--- config.mk ---
export PLATFORM = sky130hd
export DESIGN_NAME = param_stream_tx
export DESIGN_NICKNAME = d
export VERILOG_FILES = /design/src/rtl/param_stream_tx.sv
export SDC_FILE = /design/constraint.sdc
export NUM_CORES = 1
export LEC_CHECK = 0
export BUFFER_PORTS_ARGS = -buffer_cell sky130_fd_sc_hd__buf_2
export CORE_ASPECT_RATIO = 1.25
export CORE_UTILIZATION = 54
export DETAILED_ROUTE_END_ITERATION = 8
export PLACE_DENSITY = 0.74
export SKIP_CTS_REPAIR_TIMING = 1
export SLEW_MARGIN = 20
export SYNTH_ARGS = -nofsm -noshare
export SYNTH_HDL_FRONTEND = slang
export SYNTH_SLANG_ARGS = --single-unit
--- constraint.sdc ---
create_clock -name clk -period 7.86 [get_ports clk]
set_input_delay 1.572 -clock clk [delete_from_list [all_inputs] [get_ports clk]]
set_output_delay 1.572 -clock clk [all_outputs]
set_load 0.005 [all_outputs]
--- src/rtl/param_stream_tx.sv ---
// Host-side transmitter: holds a parameter/input image and streams it to the core
// byte by byte, stepping the core's mode machine with one-cycle phase_chg strobes.
module param_stream_tx #(
  parameter int N_PARAMS   = 24,
  parameter int N_INPUTS   = 4,
  parameter int RUN_CYCLES = 4,
  parameter int DW         = 8
) (
  input  logic          clk,
  input  logic          reset,
  input  logic          wr_en,
  input  logic [4:0]    wr_addr,
  input  logic [DW-1:0] wr_data,
  input  logic          start,
  input  logic          out_ready,
  output logic [DW-1:0] data_out,
  output logic          data_valid,
  output logic          phase_chg,
  output logic          busy,
  output logic          done,
  output logic [2:0]    dbg_state
);

  localparam int N_TOTAL = N_PARAMS + N_INPUTS;
  localparam int RW      = (RUN_CYCLES > 1) ? $clog2(RUN_CYCLES) : 1;

  // Handshake: a byte moves on a rising edge where data_valid && out_ready; while
  // out_ready is low the presented byte and data_valid hold unchanged.
  typedef enum logic [2:0] {
    S_IDLE, S_PARAMS, S_CHG1, S_INPUTS, S_CHG2, S_RUN, S_CHG3, S_DONE
  } state_t;

  state_t        r_state, w_state_next;
  logic [4:0]    r_idx, w_idx_next;
  logic [RW-1:0] r_run_cnt, w_run_cnt_next;
  logic [DW-1:0] r_image [N_TOTAL];
  logic [DW-1:0] r_data_out, w_data_out_next;
  logic          r_data_valid, w_data_valid_next;
  logic          w_busy;
  logic          w_wr_ok;
  logic          w_beat;
  logic [4:0]    w_param_rd;
  logic [4:0]    w_input_rd;

  assign w_busy     = (r_state != S_IDLE) && (r_state != S_DONE);
  assign w_wr_ok    = wr_en && !w_busy && ({1'b0, wr_addr} < 6'(N_TOTAL));
  assign w_beat     = r_data_valid && out_ready;
  assign w_param_rd = r_idx + 5'd1;
  assign w_input_rd = 5'(N_PARAMS) + r_idx + 5'd1;

  always_ff @(posedge clk or posedge reset) begin
    if (reset) begin
      for (int i = 0; i < N_TOTAL; i++) r_image[i] <= '0;
    end else if (w_wr_ok) begin
      r_image[wr_addr] <= wr_data;
    end
  end

  always_comb begin
    w_state_next      = r_state;
    w_idx_next        = r_idx;
    w_run_cnt_next    = r_run_cnt;
    w_data_out_next   = r_data_out;
    w_data_valid_next = r_data_valid;
    case (r_state)
      S_IDLE: begin
        if (start) begin
          w_state_next      = S_PARAMS;
          w_idx_next        = '0;
          w_data_valid_next = 1'b1;
          // A same-cycle host write to byte 0 must be what goes out first.
          w_data_out_next   = (w_wr_ok && (wr_addr == 5'd0)) ? wr_data : r_image[0];
        end
      end
      S_PARAMS: begin
        if (w_beat) begin
          if (r_idx == 5'(N_PARAMS - 1)) begin
            w_state_next      = S_CHG1;
            w_idx_next        = '0;
            w_data_valid_next = 1'b0;
            w_data_out_next   = '0;
          end else begin
            w_idx_next      = w_param_rd;
            w_data_out_next = r_image[w_param_rd];
          end
        end
      end
      S_CHG1: begin
        w_state_next      = S_INPUTS;
        w_idx_next        = '0;
        w_data_valid_next = 1'b1;
        w_data_out_next   = r_image[N_PARAMS];
      end
      S_INPUTS: begin
        if (w_beat) begin
          if (r_idx == 5'(N_INPUTS - 1)) begin
            w_state_next      = S_CHG2;
            w_idx_next        = '0;
            w_data_valid_next = 1'b0;
            w_data_out_next   = '0;
          end else begin
            w_idx_next      = r_idx + 5'd1;
            w_data_out_next = r_image[w_input_rd];
          end
        end
      end
      S_CHG2: begin
        w_state_next   = S_RUN;
        w_run_cnt_next = '0;
      end
      S_RUN: begin
        if (r_run_cnt == RW'(RUN_CYCLES - 1)) begin
          w_state_next = S_CHG3;
        end else begin
          w_run_cnt_next = r_run_cnt + 1'b1;
        end
      end
      S_CHG3:  w_state_next = S_DONE;
      S_DONE:  w_state_next = S_IDLE;
      default: w_state_next = S_IDLE;
    endcase
  end

  always_ff @(posedge clk or posedge reset) begin
    if (reset) begin
      r_state      <= S_IDLE;
      r_idx        <= '0;
      r_run_cnt    <= '0;
      r_data_out   <= '0;
      r_data_valid <= 1'b0;
    end else begin
      r_state      <= w_state_next;
      r_idx        <= w_idx_next;
      r_run_cnt    <= w_run_cnt_next;
      r_data_out   <= w_data_out_next;
      r_data_valid <= w_data_valid_next;
    end
  end

  assign data_out   = r_data_out;
  assign data_valid = r_data_valid;
  assign phase_chg  = (r_state == S_CHG1) || (r_state == S_CHG2) || (r_state == S_CHG3);
  assign busy       = w_busy;
  assign done       = (r_state == S_DONE);
  assign dbg_state  = r_state;

endmodule

==> metrics.txt, run 1 <==
FF-to-FF setup slack approximately 3.9 ns; Critical path origin r_idx[0]; Initial Util 55.0%; CP Max Fanout 43; top_reg_cell synth dfrtp_1; Synth Cell Area 0.0122 mm^2; Fillers approximately 1,700; global-route wire length before repair 46,200 um; DRT Wirelength roughly 30,000 um; sequential fraction of the synthesis area between 40% and 50%; number of global-route vias before repair 7,838; Die W 137 um; ant diodes 0; Hold Path Class flop to flop; worst rel slew slack between 30% and 40%; skew final between 0.015 and 0.02 ns; asr flop ratio synth 100%; root buffer selected by CTS clkbuf_16; crit-path cells buf_4, ha_4, buf_4, mux2_2, mux4_2, and2_0, a2111oi_0, a221o_1, a221oi_2; core area 0.0222 mm^2; placed cell area 0.0125 mm^2; Die Area between 0.02 and 0.025 mm^2; post-route design area 0.0135 mm^2; Yosys Warn Count 0; die height 170 um; reg2reg start r_idx[0]; WHS Endpoint r_image[83]; WP data arrival 4.40 ns; worst r2r path cells 9; Wirelength per Cell about 24 um; hpwl dp 19,200 um; layout cell share with drive strength beyond 1 42.4%; CTS clk-pin slew, worst paths 0.07 ns; grt ovf 0; clock sink count 243; Final Hold Viols 0; Synth Net Count 932; post-route ant nets 0; Syn-to-layout area delta 10.5%; FMAX 250 MHz; drt initial violations 431; Inserted Clock Buffers 26; # nets final 933; CP startpoint kind flop; post-layout min period 4.00 ns; Post-Syn Area per Cell 13.4 um^2; setup TNS 0 ns; internal power about 2600 uW; most area-consuming cells after synthesis dfrtp_1 50%, mux2_2 22%, mux4_2 8.1%; max-slew violation count 0; status complete, no violations; Synth cell types between 60 and 70; sequential share of power 36.1%; router iterations before antenna repair 5; number of port buffers 32; RSZ-0062 raised after global routing no; Leak Pwr 0.00640 uW; Ports 33; Final Setup Violations 0; number of synthesized flops with an enable pin 0; Max Buffers Root-to-Sink 3; critical path's largest stage delay 0.62 ns; critical path required time between 8 and 9 ns; hold path start r_image[83]; clk_lat worst skew 0.54 ns; largest net degree at the start of global routing 82; Synth area leader dfrtp_1; CTS tree built; worst slew pin tran around 1 ns; max-cap violation count 0; post-synth top area share between 40% and 50%; Syn Inst Count 911; Clk network pwr share 35.4%; depth of the CTS H-tree 1; Tcrit/Tclk final 50.9%; R2R Path End data_out[1]; synthesized flop and latch total 243; kind of end point of the critical path flop; slowest cell on the critical path ha_4; initial antenna violation count 0; Min Hold Slack 0.500 ns; crit-path most repeated cell buf_4; DRC violations left 0; P per Cell Area 283 mW/mm^2; Std-Cell Rows 61; Worst Hold Depth 1; global placer's final weighted congestion 0.912; Gate power share 28.5%; Overall Global Routing Usage 26.7%; DR vias/cell 6.34; worst vdd ir 259 uV; Sw Ratio 32.0%; Crit Path Category flop to flop; vias 7,708; Psw 1220 uW
-- registers in the layout (all words and copies together), names as in the netlist --
name,flops
dbg_state,3
data_valid,1
data_out,8
r_idx,5
r_image,224
r_run_cnt,2
-- metrics by stage --
stage                     power [uW]  util, %  setup WS, ns  cells
final                           3820     60.8          3.86   1215
after global routing            3990     60.8          3.63   1215
after CTS                       3840     60.7          3.80   1215
after detailed placement        2490     56.4          3.80   1167
after global placement          2480     56.4          3.80   1167
after floorplan                 2210        -          3.10    911
-- cells by family after synthesis --
kind of cell | Yosys count | synth area share, %
muxes | 323 | 34.0
DFF | 243 | 49.7
and+or+nand+nor | 161 | 6.96
xor gates and xnor gates | 8 | 0.880
buffers and inverters | 81 | 2.88
adders and majority gates | 3 | 0.307
AOI/OAI and AO/OA | 92 | 5.28
-- worst max-delay path: cells and delay by family, from the launching register on --
| family | cells | cell delay [ns] |
|---|---|---|
| compound gates | 3 | 0.62 |
| fa+ha+maj | 1 | 0.62 |
| buf+inv | 2 | 1.15 |
| flops | 1 | 0.34 |
| mux | 2 | 0.91 |
| simple gates | 1 | 0.17 |
-- Yosys cell counts (all sizes together) (2+ instances only) --
cell and count:
nand3 18, o21bai 2, a21o 2, o211ai 6, mux2i 33, a311oi 2
o2111ai 2, o311ai 4, a31oi 2, and2 5, dfrtp 243, o21ai 30
nor3b 4, nor3 6, nand3b 4, and3 4, ha 3, nand2b 12
clkbuf 46, nand4 5, nor2b 6, nand2 30, buf 21, a21oi 9
a211o 5, inv 14, a221oi 8, or3b 6, xnor2 6, a211oi 4
nor2 50, or3 3, a2111oi 2, mux2 242, nand4b 4, mux4 48
a22o 5, a221o 3, xor2 2
-- routing by layer --
metal  vias up  share of wire (%)  track usage (%)
met5         -                  0                0
met4         0                3.2             9.32
met3        62                4.7             3.63
met2       191                 50             44.0
met1      4072                 42             36.3
li1       3383                  -                -
-- power groups by stage --
stage	sequential, uW	combinational, uW	clock (uW)
4_1_cts	1380	1100	1370
6_report	1380	1090	1350
2_1_floorplan	1360	854	0
5_1_grt	1380	1180	1420
3_5_place_dp	1400	1090	0
3_3_place_gp	1400	1080	0
-- cell usage in the layout (no fill, tap or decap), types with 5 or more instances in the layout --
cell         n
mux2_2     241
inv_1       12
nand3_1     18
a22o_1       5
nor2_1      43
clkbuf_16   27
a21oi_1      9
mux4_2      44
buf_4        7
nand2b_1    12
nor3_1       6
xnor2_1      5
clkbuf_8    10
nand4_1      5
o211ai_1     6
or3b_2       6
dfrtp_1    242
nor2b_1      6
o21ai_0     28
a211o_1      5
a221oi_1     7
mux2i_1     33
buf_2       32
nor2_2       6
nand2_1     30
-- area by class of cell --
cell class | instances | area [um^2] | share of cell area (%)
clock inverter | 9 | 149 | 1.10
inverter | 14 | 56.3 | 0.417
tap | 283 | 354 | 2.62
clock buffer | 39 | 821 | 6.08
timing repair buffer | 40 | 224 | 1.66
sequential | 243 | 6080 | 45.0
multi-input combinational | 587 | 5820 | 43.1
-- how the worst max path moves through the flow --
stage             endpoint  slack [ns]  cells after the start
2_1_floorplan  data_out[0]        3.10                      1
3_3_place_gp   data_out[1]        3.80                      9
3_5_place_dp   data_out[1]        3.80                      9
4_1_cts        data_out[1]        3.80                      9
5_1_grt        data_out[1]        3.63                      9
6_report       data_out[1]        3.86                      9
Note: power is estimated with default switching activity, not from simulation.
==> run 2, diff against run 1 <==
Settings changed: PLACE_DENSITY 0.74 to 0.72.
Clock period 7.86 ns to 3.95 ns, I/O delays scaled along.
==> metrics.txt, run 2 (synthesized netlist as in run 1, its figures left out) <==
most frequent cells in the layout 242 x dfrtp_1, 241 x mux2_2, 44 x mux4_2; most common cell after layout, fill and taps aside dfrtp_1; number of port buffers 32 (unchanged); depth of the CTS H-tree 1 (unchanged); global-route wire length before repair 47,800 um (+3.5%); Hold Path Class input port to async pin; worst slew pin tran 0.912 ns (-0.0858 ns); DRC violations left 0 (unchanged); core area 0.0222 mm^2 (unchanged); CTS tree built; Wirelength per Cell 24.9 um (+3.7%); Gate power share 31.5% (+3.0 points); worst rel slew slack 38.9% (+5.7 points); Max Buffers Root-to-Sink 3 (unchanged); critical path required time 4.33 ns (-3.93 ns); Largest Register r_image; CP startpoint kind flop; Die W 137 um (unchanged); post-layout min period 3.08 ns (-0.923 ns); skew final 0.0105 ns (-0.00765 ns); vias 7,777 (+0.90%); RSZ-0062 raised after global routing no; DR vias/cell 6.32 (-0.34%); Std-Cell Rows 61 (unchanged); Ports 33 (unchanged); Sw Ratio 32.8% (+0.84 points); Die Area 0.0232 mm^2 (unchanged); kind of end point of the critical path flop; Overall Global Routing Usage 28.0% (+1.2 points); Tcrit/Tclk final 77.9% (+27 points); status complete, no violations; worst vdd ir 377 uV (+46%); Syn-to-layout area delta 10.7%; root buffer selected by CTS clkbuf_16; WP data arrival 3.46 ns (-0.94 ns); grt ovf 0 (unchanged); # nets final 955 (+2.4%); initial antenna violation count 0 (unchanged); DP Worst Slack 0.957 ns (-2.84 ns); sequential share of power 37.0% (+0.9 points); internal power 4930 uW (+90%); FF-to-FF setup slack 0.87 ns (-2.99 ns); global placer's final weighted congestion 0.969 (+6.3%); Crit Path Category flop to flop; hpwl dp 20,800 um (+8.3%); drt initial violations 617 (+43%); max reg flops 224 (unchanged); reg2reg start r_idx[1]; Psw 2410 uW (+97%); Leak Pwr 0.00645 uW (+0.74%); largest net degree at the start of global routing 149 (+82%); Final Hold Viols 0 (unchanged); CTS clk-pin slew, worst paths 0.07 ns (about the same); max-slew violation count 0 (unchanged); Clk network pwr share 31.4% (-4.0 points); clock sink count 243 (unchanged); max-cap violation count 0 (unchanged); number of global-route vias before repair 8,016 (+2.3%); Layout Utilization 60.9% (+0.13 points); DRT Wirelength 30,700 um (+5.0%); layout cell share with drive strength beyond 1 43.1% (+0.70 points); CP Max Fanout 27 (-37%); final worst slack 0.871 ns (-2.99 ns); Inserted Clock Buffers 24 (-7.7%); FMAX 325 MHz (+30%); Critical path origin r_idx[1]; router iterations before antenna repair 5 (unchanged); ant diodes 0 (unchanged); Final Setup Violations 0 (unchanged); Min Hold Slack 0.452 ns (-0.0477 ns); post-route ant nets 0 (unchanged); P per Cell Area 543 mW/mm^2 (+92%); die height 170 um (unchanged); clk_lat worst skew 0.52 ns (-0.02 ns); Initial Util 55.0% (unchanged)
-- run 2: cell count changes in the layout (fill, tap and decap cells not counted), sizes merged --
cell    change
clkinv      -3
clkbuf      -3
buf        +24
bufinv      -3
-- run 2: layer usage --
metal	wire, um	global-route usage (%)
met1	13000	38.1
met5	0	0
met3	1600	3.81
met4	982	10.0
met2	15100	45.8
-- run 2: metrics by stage --
step	setup TNS (ns)	total power (uW)	instances	instance area [um^2]
2_1_floorplan	-7.24	4400	911	12200
3_5_place_dp	0	5060	1191	12700
4_1_cts	0	7370	1230	13500
6_report	0	7340	1230	13500
3_3_place_gp	0	5050	1191	12700
5_1_grt	0	7660	1230	13500
-- run 2: worst paths after layout --
path / end / cells past startpoint
worst min register to register: r_image[197] / 1
worst min-delay path: r_image[128] / 3
worst max register to register: data_out[3] / 8
worst max-delay path: data_out[3] / 8
min in group clk: r_image[197] / 1
max in group asynchronous: r_image[21] / 3
-- run 2: critical path: stages, from the launching register on --
cell and delay, ns:
dfrtp_1 0.51, ha_4 0.63, buf_12 0.28, mux4_2 0.58, mux2_2 0.30, nor2_1 0.08, a211oi_1 0.08, o21ai_0 0.31
a221oi_1 0.12
-- run 2: layout make-up --
cell class | count | area (um^2)
Tap cell | 283 | 354
Timing Repair Buffer | 64 | 438
Inverter | 14 | 56.3
Clock buffer | 36 | 757
Clock inverter | 3 | 40.0
Sequential cell | 243 | 6080
Fill cell | 1736 | 8680
Multi-Input combinational cell | 587 | 5810
-- run 2: power groups by stage --
stage | clock [uW] | combinational (uW) | sequential (uW)
floorplan | 0 | 1700 | 2700
global placement | 0 | 2290 | 2760
detailed placement | 0 | 2300 | 2760
CTS | 2350 | 2310 | 2720
global route | 2440 | 2480 | 2730
finish | 2310 | 2320 | 2720
